### config.mk
export PLATFORM = sky130hd
export DESIGN_NAME = dehaze_frame_sequencer
export DESIGN_NICKNAME = d
export VERILOG_FILES = /design/src/rtl/dehaze_pkg.sv /design/src/rtl/seq_skid_fifo.sv /design/src/rtl/dehaze_frame_sequencer.sv
export SDC_FILE = /design/constraint.sdc
export NUM_CORES = 1
export LEC_CHECK = 0
export CORE_MARGIN = 2
export CORE_UTILIZATION = 45
export CTS_BUF_LIST = sky130_fd_sc_hd__clkbuf_8
export CTS_CLUSTER_DIAMETER = 200
export DETAILED_ROUTE_END_ITERATION = 16
export MAX_ROUTING_LAYER = met4
export PLACE_DENSITY = 0.78
export REMOVE_ABC_BUFFERS = 1
export SETUP_SLACK_MARGIN = 0.3
export SLEW_MARGIN = 20
export SYNTH_ARGS = -nofsm -noshare
export SYNTH_HDL_FRONTEND = slang
export SYNTH_SLANG_ARGS = --single-unit
### constraint.sdc
create_clock -name clk -period 2.67 [get_ports clk]
set_input_delay 0.6675 -clock clk [delete_from_list [all_inputs] [get_ports clk]]
set_output_delay 0.6675 -clock clk [all_outputs]
set_load 0.03 [all_outputs]
### src/rtl/dehaze_pkg.sv
// Shared types for the dehaze frame sequencer: FSM state encoding, pixel
// format and the latched atmospheric-light result.
package dehaze_pkg;

  typedef enum logic [2:0] {
    ST_IDLE     = 3'd0,
    ST_PASS1    = 3'd1,
    ST_WAIT_ALE = 3'd2,
    ST_PASS2    = 3'd3,
    ST_DONE     = 3'd4
  } seq_state_e;

  // {R,G,B}, 8 bits per channel
  typedef logic [23:0] pixel_t;

  typedef struct packed {
    logic [23:0] a_rgb;
    logic [47:0] inv_a;
  } ale_result_t;

endpackage

### src/rtl/seq_skid_fifo.sv
// Two-entry pixel skid buffer. Head is registered so the output holds
// steady while stalled; occupancy is exported for read-issue pacing.
module seq_skid_fifo
  import dehaze_pkg::*;
(
  input  logic       clk,
  input  logic       rst,
  input  logic       flush,
  input  logic       push,
  input  pixel_t     push_data,
  input  logic       pop,
  output pixel_t     head,
  output logic       valid,
  output logic [1:0] occ
);

  pixel_t mem0, mem1;

  always_ff @(posedge clk) begin
    if (rst) begin
      occ  <= '0;
      mem0 <= '0;
      mem1 <= '0;
    end else if (flush) begin
      occ <= '0;
    end else begin
      case ({push, pop})
        2'b10: begin
          if (occ == 2'd0) mem0 <= push_data;
          else             mem1 <= push_data;
          occ <= occ + 2'd1;
        end
        2'b01: begin
          mem0 <= mem1;
          occ  <= occ - 2'd1;
        end
        2'b11: begin
          // simultaneous push/pop keeps occupancy; new data lands behind the survivor
          if (occ == 2'd2) begin
            mem0 <= mem1;
            mem1 <= push_data;
          end else begin
            mem0 <= push_data;
          end
        end
        default: ;
      endcase
    end
  end

  assign head  = mem0;
  assign valid = (occ != 2'd0);

endmodule

### src/rtl/dehaze_frame_sequencer.sv
// Two-pass frame sequencer: pass 1 streams the frame into the ALE, pass 2
// re-streams it with the latched A values under ready/valid backpressure.
//   state    | meaning
//   IDLE     | waiting for start
//   PASS1    | linear frame read into the ALE
//   WAIT_ALE | waiting for ale_valid, bounded by ALE_TIMEOUT
//   PASS2    | frame re-read through the skid buffer to tx_*
//   DONE     | one-cycle completion pulse
module dehaze_frame_sequencer
  import dehaze_pkg::*;
#(
  parameter int unsigned WIDTH       = 512,
  parameter int unsigned HEIGHT      = 512,
  parameter int unsigned ADDR_W      = 18,
  parameter int unsigned ALE_TIMEOUT = 4096
) (
  input  logic              clk,
  input  logic              rst,
  input  logic              start,
  input  logic              abort,
  output logic              fb_rd_en,
  output logic [ADDR_W-1:0] fb_rd_addr,
  input  logic [23:0]       fb_rd_data,
  output logic              ale_clr,
  output logic [23:0]       ale_pixel,
  output logic              ale_in_valid,
  input  logic              ale_valid,
  input  logic [7:0]        a_r,
  input  logic [7:0]        a_g,
  input  logic [7:0]        a_b,
  input  logic [15:0]       inv_a_r,
  input  logic [15:0]       inv_a_g,
  input  logic [15:0]       inv_a_b,
  output logic [23:0]       a_rgb,
  output logic [47:0]       inv_a,
  output logic [23:0]       tx_pixel,
  output logic              tx_valid,
  input  logic              tx_ready,
  output logic              busy,
  output logic              done,
  output logic              error
);

  localparam int unsigned N     = WIDTH * HEIGHT;
  localparam int unsigned CNT_W = ADDR_W + 1;
  localparam int unsigned TO_W  = $clog2(ALE_TIMEOUT + 1);
  localparam logic [CNT_W-1:0] CNT_N    = CNT_W'(N);
  localparam logic [CNT_W-1:0] CNT_LAST = CNT_W'(N - 1);
  localparam logic [TO_W-1:0]  TO_LAST  = TO_W'(ALE_TIMEOUT - 1);

  seq_state_e       state, state_nxt;
  logic [CNT_W-1:0] rd_cnt, pop_cnt;
  logic [TO_W-1:0]  to_cnt;
  logic             rd_q, pop, room;
  logic [1:0]       occ;
  logic             fifo_valid;
  pixel_t           fifo_head;
  ale_result_t      ale_q;

  assign pop  = fifo_valid & tx_ready;
  // buffered + in-flight after this cycle's pop must leave a free slot
  assign room = ({1'b0, occ} + {2'b00, rd_q} - {2'b00, pop}) < 3'd2;

  always_ff @(posedge clk) begin
    if (rst) state <= ST_IDLE;
    else     state <= state_nxt;
  end

  always_comb begin
    state_nxt = state;
    fb_rd_en  = 1'b0;
    ale_clr   = 1'b0;
    done      = 1'b0;
    case (state)
      ST_IDLE: begin
        if (start) state_nxt = ST_PASS1;
      end
      ST_PASS1: begin
        fb_rd_en = 1'b1;
        ale_clr  = (rd_cnt == '0);
        if (rd_cnt == CNT_LAST) state_nxt = ST_WAIT_ALE;
      end
      ST_WAIT_ALE: begin
        if (ale_valid)             state_nxt = ST_PASS2;
        else if (to_cnt == TO_LAST) state_nxt = ST_DONE;
      end
      ST_PASS2: begin
        fb_rd_en = (rd_cnt < CNT_N) && room;
        if (pop && (pop_cnt == CNT_LAST)) state_nxt = ST_DONE;
      end
      ST_DONE: begin
        done      = 1'b1;
        state_nxt = ST_IDLE;
      end
      default: state_nxt = ST_IDLE;
    endcase
    if (abort) state_nxt = ST_IDLE;
  end

  always_ff @(posedge clk) begin
    if (rst) begin
      rd_cnt       <= '0;
      pop_cnt      <= '0;
      to_cnt       <= '0;
      rd_q         <= 1'b0;
      ale_in_valid <= 1'b0;
      ale_q        <= '0;
      error        <= 1'b0;
    end else if (abort) begin
      rd_cnt       <= '0;
      pop_cnt      <= '0;
      to_cnt       <= '0;
      rd_q         <= 1'b0;
      ale_in_valid <= 1'b0;
    end else begin
      ale_in_valid <= (state == ST_PASS1);
      rd_q         <= (state == ST_PASS2) && fb_rd_en;
      case (state)
        ST_IDLE: begin
          rd_cnt  <= '0;
          pop_cnt <= '0;
          to_cnt  <= '0;
          if (start) error <= 1'b0;
        end
        ST_PASS1: begin
          rd_cnt <= (rd_cnt == CNT_LAST) ? '0 : rd_cnt + CNT_W'(1);
        end
        ST_WAIT_ALE: begin
          if (ale_valid) begin
            ale_q.a_rgb <= {a_r, a_g, a_b};
            ale_q.inv_a <= {inv_a_r, inv_a_g, inv_a_b};
          end else if (to_cnt == TO_LAST) begin
            error <= 1'b1;
          end else begin
            to_cnt <= to_cnt + TO_W'(1);
          end
        end
        ST_PASS2: begin
          if (fb_rd_en) rd_cnt  <= rd_cnt + CNT_W'(1);
          if (pop)      pop_cnt <= pop_cnt + CNT_W'(1);
        end
        ST_DONE: begin
          rd_cnt  <= '0;
          pop_cnt <= '0;
          to_cnt  <= '0;
        end
        default: ;
      endcase
    end
  end

  seq_skid_fifo u_fifo (
    .clk       (clk),
    .rst       (rst),
    .flush     (abort),
    .push      (rd_q),
    .push_data (fb_rd_data),
    .pop       (pop),
    .head      (fifo_head),
    .valid     (fifo_valid),
    .occ       (occ)
  );

  assign fb_rd_addr = rd_cnt[ADDR_W-1:0];
  assign ale_pixel  = ale_in_valid ? fb_rd_data : '0;
  assign a_rgb      = ale_q.a_rgb;
  assign inv_a      = ale_q.inv_a;
  assign tx_valid   = fifo_valid;
  assign tx_pixel   = fifo_valid ? fifo_head : '0;
  assign busy       = (state != ST_IDLE);

endmodule

==> impl_metrics.yaml, run 1 <==
synth:
  synthSimpleGateAreaFrac_pct: 28.01
  synth_seq_cells: 179
  yosysSeqAreaShare_pct: 45.40
  synth_compound_area_share_pct: 14.47
  avgSynthCellArea_um2: 8.162
  synth-xor-area-share_pct: 4.756
  yosysWarnings: 0
  synth_top_family_by_area: "simple AND/OR/NAND/NOR gates"
  synth_mux_area_share_pct: 0.2536
  yosys.cell_types.count: 57
  synth_cells: 967
  synthAdderAreaFrac_pct: 1.205
  synth_area_um2: 7893
final_layout:
  fillCellCount: 1413
  antenna_cells_inserted: 0
  drive_above_1_share_pct: 17.77
  stdcell_count: 1474
  stdcell_area_um2: 11620
  fin_util_pct: 67.43
  num-nets-final: 1345
  syn_to_final_growth_pct: 47.26
floorplan:
  ios: 247
  die_x_um: 136.4
  die_area_um2: 18610
  core_um2: 17240
  start_util_pct: 45.79
  die_h_um: 136.4
  rows: 48
clock_tree:
  clock_path_buffers: 2
  clkTransAtPathRegs_ns: 0.10
  clk_latency_ns: 0.47
  numClockSinks: 179
  cts_tree: "yes"
  cts-root-buf: "clkbuf_8"
  htree_levels: 4
  numCtsBuffers: 17
power:
  p_switching_w: 0.001193
  clock_power_share_pct: 35.5
  leakagePower_nw: 4.132
  pwr-share-comb_pct: 8.1
  ir_drop_mv: 0.2767
  p_total_w: 0.004769
  power.density_nw_per_um2: 410.4
  internal_power_w: 0.003576
  swShare_pct: 25.02
  pwr-share-seq_pct: 56.4
global_route:
  grt_use_met3_pct: 4.810
  track_usage_pct: 23.36
  use_met2_pct: 39.03
  grt_max_degree: 122
  first_global_vias: 7021
  top_usage_layer: "met2"
  grt_overflow: 0
  met1_usage_pct: 28.15
  antenna_found_initial: 0
  grt_pass1_wl_um: 34040
place:
  pre_cts_slack_ns: -0.5595
  dp_cells: 1409
  dpl-instance-area_um2: 10720
  gp_congestion: 0.8032
  port_buffers: 246
  dp_hpwl_um: 14650
routing:
  final_antenna_net_count: 0
  vias: 7779
  wirelength_um: 23200
  drtIter0Drc: 461
  firstDrtPassIters: 5
  wl_per_cell_um: 15.74
  drc_errors: 0
  viasPerCell: 5.277
setup_path:
  path_class: "register to register"
  arrival_ns: 3.22
  cp-end-kind: "register"
  cp_max_fo: 6
  crit_start: "u_fifo.occ[0]$_SDFFE_PP0P_"
  r2r-start: "u_fifo.occ[0]$_SDFFE_PP0P_"
  start_kind: "register"
  crit_required_ns: 3.00
timing:
  max_clock_freq_mhz: 346.5
  fin_skew_ns: 0.01724
  period_needed_ns: 2.886
  timing.final.crit_share_pct: 108.1
  hold_viol: 0
  drv_slew: 0
  tightest_slew_ns: 0.7705
  slew_headroom_pct: 48.63
  setup_ws_ns: -0.2156
  rsz0062_at_grt: "yes"
  setup_viol: 26
job:
  max_cap_violations: 0
status:
  violations: "negative setup slack"
  status: "finished, violations left"
hold_path:
  hold_start: "inv_a[46]$_SDFFE_PP0P_"
  hold_path.class: "register to register"
state kept, by name (all words and copies together), names as in the netlist:
register	flops
u_fifo.occ	2
to_cnt	13
inv_a	48
u_fifo.head	24
rd_q	1
pop_cnt	19
u_fifo.mem1	24
error	1
state	3
rd_cnt	19
a_rgb	24
ale_in_valid	1
logic make-up (layout without fill, tap and decap cells):
group / Yosys count / after routing
AND/OR/NAND/NOR: 463 / 463
multiplexers: 2 / 2
buffers and inverters: 91 / 373
adder cells (fa/ha/maj): 7 / 7
XOR/XNOR: 42 / 42
AO/OA/AOI/OAI: 183 / 183
flip-flops: 179 / 179
per-layer routing:
layer,up-vias,wire (µm)
met1,3636,9661
met4,0,559
met2,275,11510
met5,-,0
met3,42,1469
li1,3826,-
power groups by stage:
| stage | Clock, W | Sequential [W] | Combinational [W] |
|---|---|---|---|
| 2_1_floorplan | 0 | 0.00278 | 0.0000713 |
| 6_report | 0.00169 | 0.00269 | 0.000387 |
| 3_3_place_gp | 0 | 0.00275 | 0.000372 |
| 3_5_place_dp | 0 | 0.00275 | 0.000373 |
| 5_1_grt | 0.00184 | 0.00269 | 0.000411 |
| 4_1_cts | 0.00172 | 0.00269 | 0.000380 |
stage by stage:
stage / hold WS (ns) / setup TNS (ns)
2_1_floorplan: 0.4280 / -65.54
3_3_place_gp: 0.4365 / -7.361
3_5_place_dp: 0.4455 / -8.061
4_1_cts: 0.4584 / -1.043
5_1_grt: 0.4767 / -5.599
6_report: 0.4564 / -3.620
area by class of cell:
class / instances / area, µm² / share of cell area [%]
Tap cell: 225 / 281.5 / 2.422
Timing Repair Buffer: 330 / 3168 / 27.26
Inverter: 11 / 41.29 / 0.3553
Sequential cell: 179 / 3601 / 30.98
Multi-Input combinational cell: 697 / 4183 / 35.99
Clock buffer: 19 / 261.5 / 2.250
Clock inverter: 13 / 86.33 / 0.7428
cells in the mapped netlist, drive strengths merged:
master	n	area share [%]
a21boi	1	0.14
a21o	1	0.095
a21oi	110	7.0
a221oi	25	2.8
a311oi	1	0.11
a31oi	3	0.24
a32o	1	0.13
a32oi	1	0.11
a41o	1	0.13
and2	27	2.2
and3	11	0.87
and3b	1	0.11
and4	6	0.67
and4b	1	0.13
buf	47	3.8
clkbuf	33	1.6
dfxtp	179	45
fa	1	0.25
ha	6	0.95
inv	11	0.52
mux2i	2	0.25
nand2	217	10
nand2b	1	0.079
nand3	13	0.82
nand3b	3	0.29
nand4	12	0.95
nand4b	2	0.22
nor2	77	3.8
nor2b	28	2.2
nor3	33	2.1
nor4	12	1.6
nor4b	4	0.44
o2111ai	8	0.97
o211ai	10	0.95
o21a	3	0.29
o21ai	16	1.2
o31ai	2	0.36
or2	4	0.32
or3	6	0.48
or4	5	0.48
xnor2	15	1.8
xor2	27	3.0
layout by cell type (no fill, tap or decap), types with 14 or more instances in the layout:
cell | netlist | layout
and2_1 | 26 | 26
buf_4 | 22 | 69
buf_2 | 21 | 25
xor2_1 | 27 | 27
nor2_1 | 76 | 76
clkbuf_8 | 0 | 19
nor2b_1 | 28 | 27
a21oi_1 | 109 | 108
nor3_1 | 33 | 29
clkdlybuf4s50_1 | 0 | 184
nand2_1 | 217 | 217
xnor2_1 | 14 | 14
a221oi_2 | 0 | 16
dfxtp_1 | 179 | 171
repair_timing:
item / CTS / global route
cloned: 0 / 4
hold endpoints to repair: 0 / 0
resized for setup: 141 / 91
hold buffers: 0 / 0
endpoints found under the setup margin: 65 / 69
pin swaps: 6 / 17
setup buffers: 24 / 5
worst paths after layout:
kind / end / slack, ns / depth (start not counted)
worst max-delay path: u_fifo.head[2]$_SDFFE_PP0P_ / -0.22 / 19
worst min-delay path: inv_a[46]$_SDFFE_PP0P_ / 0.46 / 2
worst max register to register: u_fifo.head[2]$_SDFFE_PP0P_ / -0.22 / 19
worst min register to register: inv_a[46]$_SDFFE_PP0P_ / 0.46 / 2
worst max-delay path, cell delays in order, from the launching register on:
cell       delay, ns
dfxtp_2         0.34
inv_2           0.05
buf_4           0.12
buf_4           0.12
buf_4           0.12
buf_4           0.12
buf_4           0.12
buf_6           0.11
buf_6           0.11
buf_6           0.10
buf_6           0.10
buf_6           0.10
buf_6           0.10
buf_6           0.10
buf_4           0.12
buf_6           0.10
a41o_4          0.28
clkbuf_16       0.18
a221oi_2        0.25
nor3_1          0.10
No activity file was read; power rests on OpenSTA's default activity.
==> run 2: changes to the inputs <==
--- a/config.mk
+++ b/config.mk
@@ -8,7 +8,6 @@
 export CORE_MARGIN = 2
 export CORE_UTILIZATION = 45
 export CTS_BUF_LIST = sky130_fd_sc_hd__clkbuf_8
-export CTS_CLUSTER_DIAMETER = 200
 export DETAILED_ROUTE_END_ITERATION = 16
 export MAX_ROUTING_LAYER = met4
 export PLACE_DENSITY = 0.78
==> results of run 2 <==
Same layout as run 1: the final DEF is identical, and so are final timing and power.
